### config.mk
export PLATFORM = sky130hd
export DESIGN_NAME = operand_stack
export DESIGN_NICKNAME = d
export VERILOG_FILES = /design/src/rtl/operand_stack.sv
export SDC_FILE = /design/constraint.sdc
export NUM_CORES = 1
export LEC_CHECK = 0
export ABC_CLOCK_PERIOD_IN_PS = 5100
export CORE_UTILIZATION = 33
export CTS_BUF_LIST = sky130_fd_sc_hd__clkbuf_4
export CTS_CLUSTER_DIAMETER = 30
export CTS_CLUSTER_SIZE = 30
export DETAILED_ROUTE_END_ITERATION = 10
export PLACE_DENSITY_LB_ADDON = 0.2
export SETUP_SLACK_MARGIN = 0.15
export SLEW_MARGIN = 20
export SYNTH_ARGS = -nofsm -noshare
export SYNTH_HDL_FRONTEND = slang
export SYNTH_SLANG_ARGS = --single-unit
### constraint.sdc
create_clock -name clk -period 5.1 [get_ports clk]
set_clock_uncertainty 0.05 [all_clocks]
set_input_delay 0.765 -clock clk [delete_from_list [all_inputs] [get_ports clk]]
set_output_delay 0.765 -clock clk [all_outputs]
set_load 0.02 [all_outputs]
### src/rtl/operand_stack.sv
// ---------------------------------------------------------------------------
// operand_stack
//   JVM operand stack feeding the ALU. The top two entries are held in
//   dedicated registers (tos_o / nos_o) so the ALU sees them with no
//   read latency; all deeper entries live in a plain storage array that is
//   only touched when an entry crosses the NOS boundary.
//
// Ports
//   clk        : system clock, rising edge
//   rst        : synchronous active-high reset
//   cmd_i[2:0] : 000 NOP, 001 PUSH, 010 POP, 011 POP2, 100 BINOP,
//                101 DUP, 110 SWAP, 111 reserved (NOP)
//   data_i     : push value (PUSH) or ALU result_lo (BINOP)
//   tos_o      : top entry, 0 when empty
//   nos_o      : second entry, 0 when fewer than two entries
//   count_o    : number of entries
//   empty_o    : count_o == 0
//   full_o     : count_o == DEPTH
//   err_o      : sticky overflow/underflow flag, cleared only by reset
//   err_code_o : (only with OPSTACK_ERR_CODE_EN) first error since reset,
//                00 none, 01 overflow, 10 underflow
//
// Optional feature macro: OPSTACK_ERR_CODE_EN
// ---------------------------------------------------------------------------
module operand_stack #(
    parameter int WIDTH = 32,
    parameter int DEPTH = 16
) (
    input  logic                       clk,
    input  logic                       rst,
    input  logic [2:0]                 cmd_i,
    input  logic [WIDTH-1:0]           data_i,
    output logic [WIDTH-1:0]           tos_o,
    output logic [WIDTH-1:0]           nos_o,
    output logic [$clog2(DEPTH+1)-1:0] count_o,
    output logic                       empty_o,
    output logic                       full_o,
    output logic                       err_o
`ifdef OPSTACK_ERR_CODE_EN
    ,
    output logic [1:0]                 err_code_o
`endif
);

    localparam int CW   = $clog2(DEPTH + 1);
    localparam int DEEP = (DEPTH > 2) ? DEPTH - 2 : 1;
    localparam int AW   = (DEEP > 1) ? $clog2(DEEP) : 1;
    localparam logic [CW-1:0] FULL_CNT = CW'(DEPTH);

    typedef enum logic [2:0] {
        NOP   = 3'b000,
        PUSH  = 3'b001,
        POP   = 3'b010,
        POP2  = 3'b011,
        BINOP = 3'b100,
        DUP   = 3'b101,
        SWAP  = 3'b110,
        RSVD  = 3'b111
    } cmd_e;

    cmd_e cmd;
    assign cmd = cmd_e'(cmd_i);

    // Entry k of the stack (0 = bottom) lives in deep[k] for k < count-2.
    logic [WIDTH-1:0] deep [2**AW];

    logic [AW-1:0]    idx2, idx3, idx4;
    logic             has1, has2, has3, has4;
    logic [WIDTH-1:0] below_nos, below_2;

    logic [WIDTH-1:0] nxt_tos, nxt_nos;
    logic [CW-1:0]    nxt_count;
    logic             deep_we, ovf, unf;

    assign has1 = (count_o != '0);
    assign has2 = (count_o > CW'(1));
    assign has3 = (count_o > CW'(2));
    assign has4 = (count_o > CW'(3));

    // idx2 is where NOS goes when something is pushed over it; idx3/idx4
    // are the entries that surface into NOS/TOS when the top shrinks.
    assign idx2 = AW'(count_o - CW'(2));
    assign idx3 = AW'(count_o - CW'(3));
    assign idx4 = AW'(count_o - CW'(4));

    assign below_nos = has3 ? deep[idx3] : '0;
    assign below_2   = has4 ? deep[idx4] : '0;

    always_comb begin
        nxt_tos   = tos_o;
        nxt_nos   = nos_o;
        nxt_count = count_o;
        deep_we   = 1'b0;
        ovf       = 1'b0;
        unf       = 1'b0;
        case (cmd)
            PUSH: begin
                if (count_o == FULL_CNT) begin
                    ovf = 1'b1;
                end else begin
                    deep_we   = has2;
                    nxt_nos   = tos_o;
                    nxt_tos   = data_i;
                    nxt_count = count_o + CW'(1);
                end
            end
            POP: begin
                if (!has1) begin
                    unf = 1'b1;
                end else begin
                    nxt_tos   = nos_o;
                    nxt_nos   = below_nos;
                    nxt_count = count_o - CW'(1);
                end
            end
            POP2: begin
                if (!has2) begin
                    unf = 1'b1;
                end else begin
                    nxt_tos   = below_nos;
                    nxt_nos   = below_2;
                    nxt_count = count_o - CW'(2);
                end
            end
            BINOP: begin
                // Net -1 entry, so it can never overflow even when full.
                if (!has2) begin
                    unf = 1'b1;
                end else begin
                    nxt_tos   = data_i;
                    nxt_nos   = below_nos;
                    nxt_count = count_o - CW'(1);
                end
            end
            DUP: begin
                if (!has1) begin
                    unf = 1'b1;
                end else if (count_o == FULL_CNT) begin
                    ovf = 1'b1;
                end else begin
                    deep_we   = has2;
                    nxt_nos   = tos_o;
                    nxt_count = count_o + CW'(1);
                end
            end
            SWAP: begin
                if (!has2) begin
                    unf = 1'b1;
                end else begin
                    nxt_tos = nos_o;
                    nxt_nos = tos_o;
                end
            end
            default: ;
        endcase
    end

    // ---- state register stage ----
    always_ff @(posedge clk) begin
        if (rst) begin
            tos_o   <= '0;
            nos_o   <= '0;
            count_o <= '0;
            err_o   <= 1'b0;
        end else begin
            tos_o   <= nxt_tos;
            nos_o   <= nxt_nos;
            count_o <= nxt_count;
            if (ovf || unf) begin
                err_o <= 1'b1;
            end
        end
    end

    // Storage below NOS carries no reset; count_o alone defines validity.
    always_ff @(posedge clk) begin
        if (deep_we && !rst) begin
            deep[idx2] <= nos_o;
        end
    end

`ifdef OPSTACK_ERR_CODE_EN
    always_ff @(posedge clk) begin
        if (rst) begin
            err_code_o <= 2'b00;
        end else if (err_code_o == 2'b00 && (ovf || unf)) begin
            err_code_o <= ovf ? 2'b01 : 2'b10;
        end
    end
`endif

    assign empty_o = (count_o == '0);
    assign full_o  = (count_o == FULL_CNT);

endmodule

; Word-level counts from Yosys, hierarchy flattened
; Memory sizes are Yosys's and may differ from the RTL's.
; Cells that the tools add are included.
; W data, S select, Z words.
[word_totals]
regBits = 70
ram_bits = 512
memories = 1
[op_classes]
n_addsub = 5
order_cmp = 3
eq_ne = 13
mux = 31
reduce_logical = 13
[mem_list]
columns = name, depth, word_bits, read_ports, rd_ports_with_merged_regs, write_ports, line_no
row1 = deep, 16, 32, 2, 0, 1, 65  ; logic [WIDTH-1:0] deep [2**AW];
[ops]
columns = operator, n
row1 = $mux W32, 12
row2 = $pmux W32 S6, 1
row3 = $pmux W32 S5, 1
row4 = $mux W5, 5
row5 = $pmux W5 S5, 1
row6 = $reduce_bool A5 Y1, 3
row7 = $ne A2 B2 Y1 const B, 6
row8 = $reduce_and A6 Y1, 2
row9 = $gt A5 B2 Y1 const B, 2
row10 = $eq A3 B3 Y1 const B, 3
row11 = $mux W1, 8
row12 = $eq A3 B2 Y1 const B, 2
row13 = $pmux W1 S2, 3
row14 = $reduce_bool A6 Y1, 1
row15 = $add A5 B1 Y5 const B, 1
row16 = $eq A5 B5 Y1 const B, 1
row17 = $gt A5 B1 Y1 const B, 1
row18 = $logic_not A5 Y1, 1
row19 = $reduce_and A5 Y1, 1
row20 = $sub A5 B1 Y5 const B, 1
row21 = $sub A5 B2 Y5 const B, 1
row22 = $sub A4 B2 Y4 const B, 1
row23 = $sub A4 B3 Y4 const B, 1
row24 = $eq A3 B1 Y1 const B, 1
row25 = 5 further kinds, 5

; Logic depth before layout (Yosys ltp)
[depth]
ltp_word = 7
mapped_depth = 12
mapped_depth_nobuf = 7

; Worst setup path before layout
; OpenSTA, ideal clock, no wires.
[synth_timing]
path_type = register to register
startpoint = register count_o[1]
endpoint = memory deep[5][0], enable pin
t_arrival_ns = 3.576
slack_ns = 1.053
stages_incl_launch_ff = 10
n_path_buf = 2
period_less_slack_ns = 4.047
cell_sequence = dfxtp_1 inv_2 buf_1 ha_1 buf_2 nand2b_2 o21a_1 o2111a_1 nand2_1 nor2_1
[synth_between]
elab_chain_len = 7
word_cells_on_any_way = 10
[synth_lines]
columns = item, line_no
row1 = start: declaration, 35  ; output logic [$clog2(DEPTH+1)-1:0] count_o,
row2 = start signal: assignment, 168  ; count_o <= nxt_count;
row3 = $gt A5 B1 Y1 or $eq A5 B5 Y1 (tied branches), "76, 98, 138"
row4 = $mux W1, "98, 138"
row5 = $mux W1, 136  ; if (!has1) begin
row6 = $pmux W1 S2, 96  ; case (cmd)
row7 = $logic_and A1 B1 Y1, 177  ; if (deep_we && !rst) begin
row8 = $mux W1, 177
row9 = $mux W1 (implied by the code), 178  ; deep[idx2] <= nos_o;
row10 = end: declaration, 65
; Parallel ways exist; a longest one is shown, timed or not.

; Worst setup path after layout
[layout_timing]
startpoint = register count_o[2]
endpoint = output port count_o[2]
; No word-level cell between the ends.

==> flow_summary.json <==
{
  "synth-warning-count": 0,
  "layout.area.seq_sq_mm": 0.0168,
  "layout.nets": 1903,
  "fill_cells": 7766,
  "clock-sinks": 582,
  "worstSetupPathType": "flip-flop to output pin",
  "cts_root_buf": "clkbuf_4",
  "antenna_found_initial": 5,
  "worstSkewPairLatency_ns": 0.95,
  "drt_wl_total_mm": 96.2,
  "use_met2": 0.346,
  "core_area_sq_mm": 0.0841,
  "detail-route-antenna-nets": 0,
  "clockBufferDepth": 3,
  "dieWidth_um": 294,
  "setup_viol": 0,
  "synth_top_area_cell": "edfxtp_1",
  "place.gp.congestion": 0.832,
  "p_leak_nw": 10.6,
  "post-route-util": 0.391,
  "critPathRequiredTime_ns": 4.28,
  "start_util": 0.335,
  "status": "complete, no violations",
  "rsz0062_at_grt": "false",
  "grtUsageMet3": 0.0484,
  "post_cts_buffers": 0,
  "row_count": 106,
  "drv_cap": 0,
  "dp_hpwl_mm": 55.7,
  "cp-end-kind": "output pin",
  "min_path_type": "flip-flop to flip-flop",
  "cts_hold_buf": 0,
  "io_buffers": 108,
  "synth_area_sq_mm": 0.0282,
  "grt_overflow": 0,
  "syn_avg_cell_area_sq_um": 16.5,
  "viasPerCell": 5.98,
  "synth_flop_cell": "edfxtp_1",
  "critPathLaunchType": "flip-flop",
  "synthesis.nets": 1754,
  "drt_iter0_drc": 1942,
  "r2r_cells": 8,
  "multi_input_area_sq_mm": 0.0106,
  "first_pass_iters": 5,
  "grt.busiest_layer": "met2",
  "cellPowerDensity_mw_per_mm2": 470,
  "grt_pass1_wl_mm": 138,
  "synthCells": 1705,
  "io_pins": 109,
  "min_period_ns": 4.28,
  "synth_seq_cells": 582,
  "slew_headroom": 0.299,
  "tns_ns": 0,
  "cts_tree": "built",
  "grt_pass1_vias": 18700,
  "dieArea_sq_mm": 0.0865,
  "ys_seq_area_frac": 0.596,
  "ir_drop_v": 0.000254,
  "min_path_cells": 2,
  "synth-edff-count": 512,
  "track_usage": 0.223,
  "die_height_um": 294,
  "synth_area_leaders": "edfxtp_1 (55%), mux4_2 (20%), dfxtp_1 (5.0%), mux2i_1 (2.2%), o22ai_1 (1.5%)",
  "wl_per_cell_um": 31.1,
  "crit_fanout": 49,
  "synthArstFlopShare": 0,
  "clk_pin_slew_ns": 0.08,
  "tightest_slew_ns": 1.05,
  "period_share": 0.840,
  "drc_errors": 0,
  "yosysUniqueCellTypes": 72,
  "cts_resized": 0,
  "slew_viol_final": 0,
  "synth_top_area_share": 0.546,
  "max_freq_ghz": 0.233,
  "cts.htree.levels": 3,
  "hold_violations": 0,
  "grt_start_max_net_pins": 63,
  "area_growth_syn_to_layout_pct": 16.6,
  "cp.arrival_ns": 3.47,
  "grtUsageMet1": 0.310,
  "vias": 18500,
  "drive_gt1_frac": 0.304,
  "numCtsBuffers": 118
}
## placed cells by master, fill, tap and decap left out, types with 17 or more instances in the layout
master,Yosys,final
buf_4,17,57
nand2_1,19,18
o32ai_1,32,32
clkinv_4,0,18
o41ai_1,32,32
a21oi_1,71,70
o31ai_1,35,35
a2111oi_0,32,32
nor3_1,34,34
and3_1,35,35
clkdlybuf4s50_1,0,107
mux4_2,254,254
clkinvlp_4,0,17
clkbuf_4,0,137
dfxtp_1,70,68
a21boi_0,52,52
nor2_4,0,17
edfxtp_1,512,512
mux2i_1,62,62
clkinv_1,15,30
o22ai_1,66,66
a31oi_1,36,33
inv_1,55,55
## synth_stat cells (all sizes together) (2+ instances only)
cell type	instances
a2111oi	33
a211oi	2
a21boi	65
a21o	2
a21oi	72
a22oi	2
a311oi	2
a31oi	36
a32oi	2
and2	4
and2b	2
and3	35
and3b	3
buf	93
clkbuf	59
clkinv	15
dfxtp	70
edfxtp	512
ha	12
inv	57
mux2	7
mux2i	62
mux4	254
nand2	19
nand2b	7
nand3	2
nand3b	3
nand4	2
nor2	28
nor2b	4
nor3	35
o211ai	2
o21ai	15
o221ai	2
o22ai	66
o31ai	35
o32ai	32
o41ai	32
or3	4
xnor2	2
## metal layers
metal	wire (um)	vias to the layer above
met3	9370	175
li1	-	7602
met2	44500	1038
met5	0	-
met4	2560	0
met1	39800	9683
## critical path, cell delays in order, from the launching register on
cell,delay [ns]
dfxtp_4,0.35
buf_4,0.58
buf_4,0.88
clkdlybuf4s50_1,0.76
## registers in the layout (all words and copies together) (netlist names)
register	flops
count_o	5
deep	512
err_o	1
nos_o	32
tos_o	32
## final cells by class
| cell class | count | share of cell area |
|---|---|---|
| clock inverter | 88 | 0.0272 |
| clock buffer | 137 | 0.0313 |
| sequential | 582 | 0.511 |
| timing repair buffer | 181 | 0.0551 |
| multi-input combinational | 899 | 0.324 |
| inverter | 72 | 0.00831 |
| tap | 1134 | 0.0432 |
| antenna | 1 | 0.0000762 |
## cells by family after synthesis
logic type | synth area share
multiplexers | 0.228
buffers and inverters | 0.0366
XOR/XNOR | 0.00120
AO/OA/AOI/OAI | 0.103
AND/OR/NAND/NOR | 0.0294
flip-flops | 0.596
adder cells (fa/ha/maj) | 0.00533
## where the power goes
group | switching (mW) | internal [mW]
registers | 0.603 | 5.81
logic | 2.70 | 2.14
clock network | 2.10 | 2.07
total | 5.41 | 10.0
## through the flow
step	total power, mW	hold slack (ns)	setup WS (ns)	cell area [sq um]	instances
final	15.4	0.469	0.817	32800	3094
after global routing	16.1	0.451	0.492	32800	3094
after CTS	15.5	0.359	0.590	32800	3092
after detailed placement	11.4	0.454	0.831	30900	2867
after global placement	11.3	0.456	0.962	30900	2867
after floorplan	9.54	0.543	1.05	28200	1705
## path summary, 6_finish.rpt
check              from      endpoint  slack [ns]
max          count_o[2]    count_o[2]        0.82
max reg2reg  count_o[1]  deep[10][16]        1.00
min reg2reg       err_o         err_o        0.47
min               err_o         err_o        0.47
No activity file was read; power rests on OpenSTA's default activity.
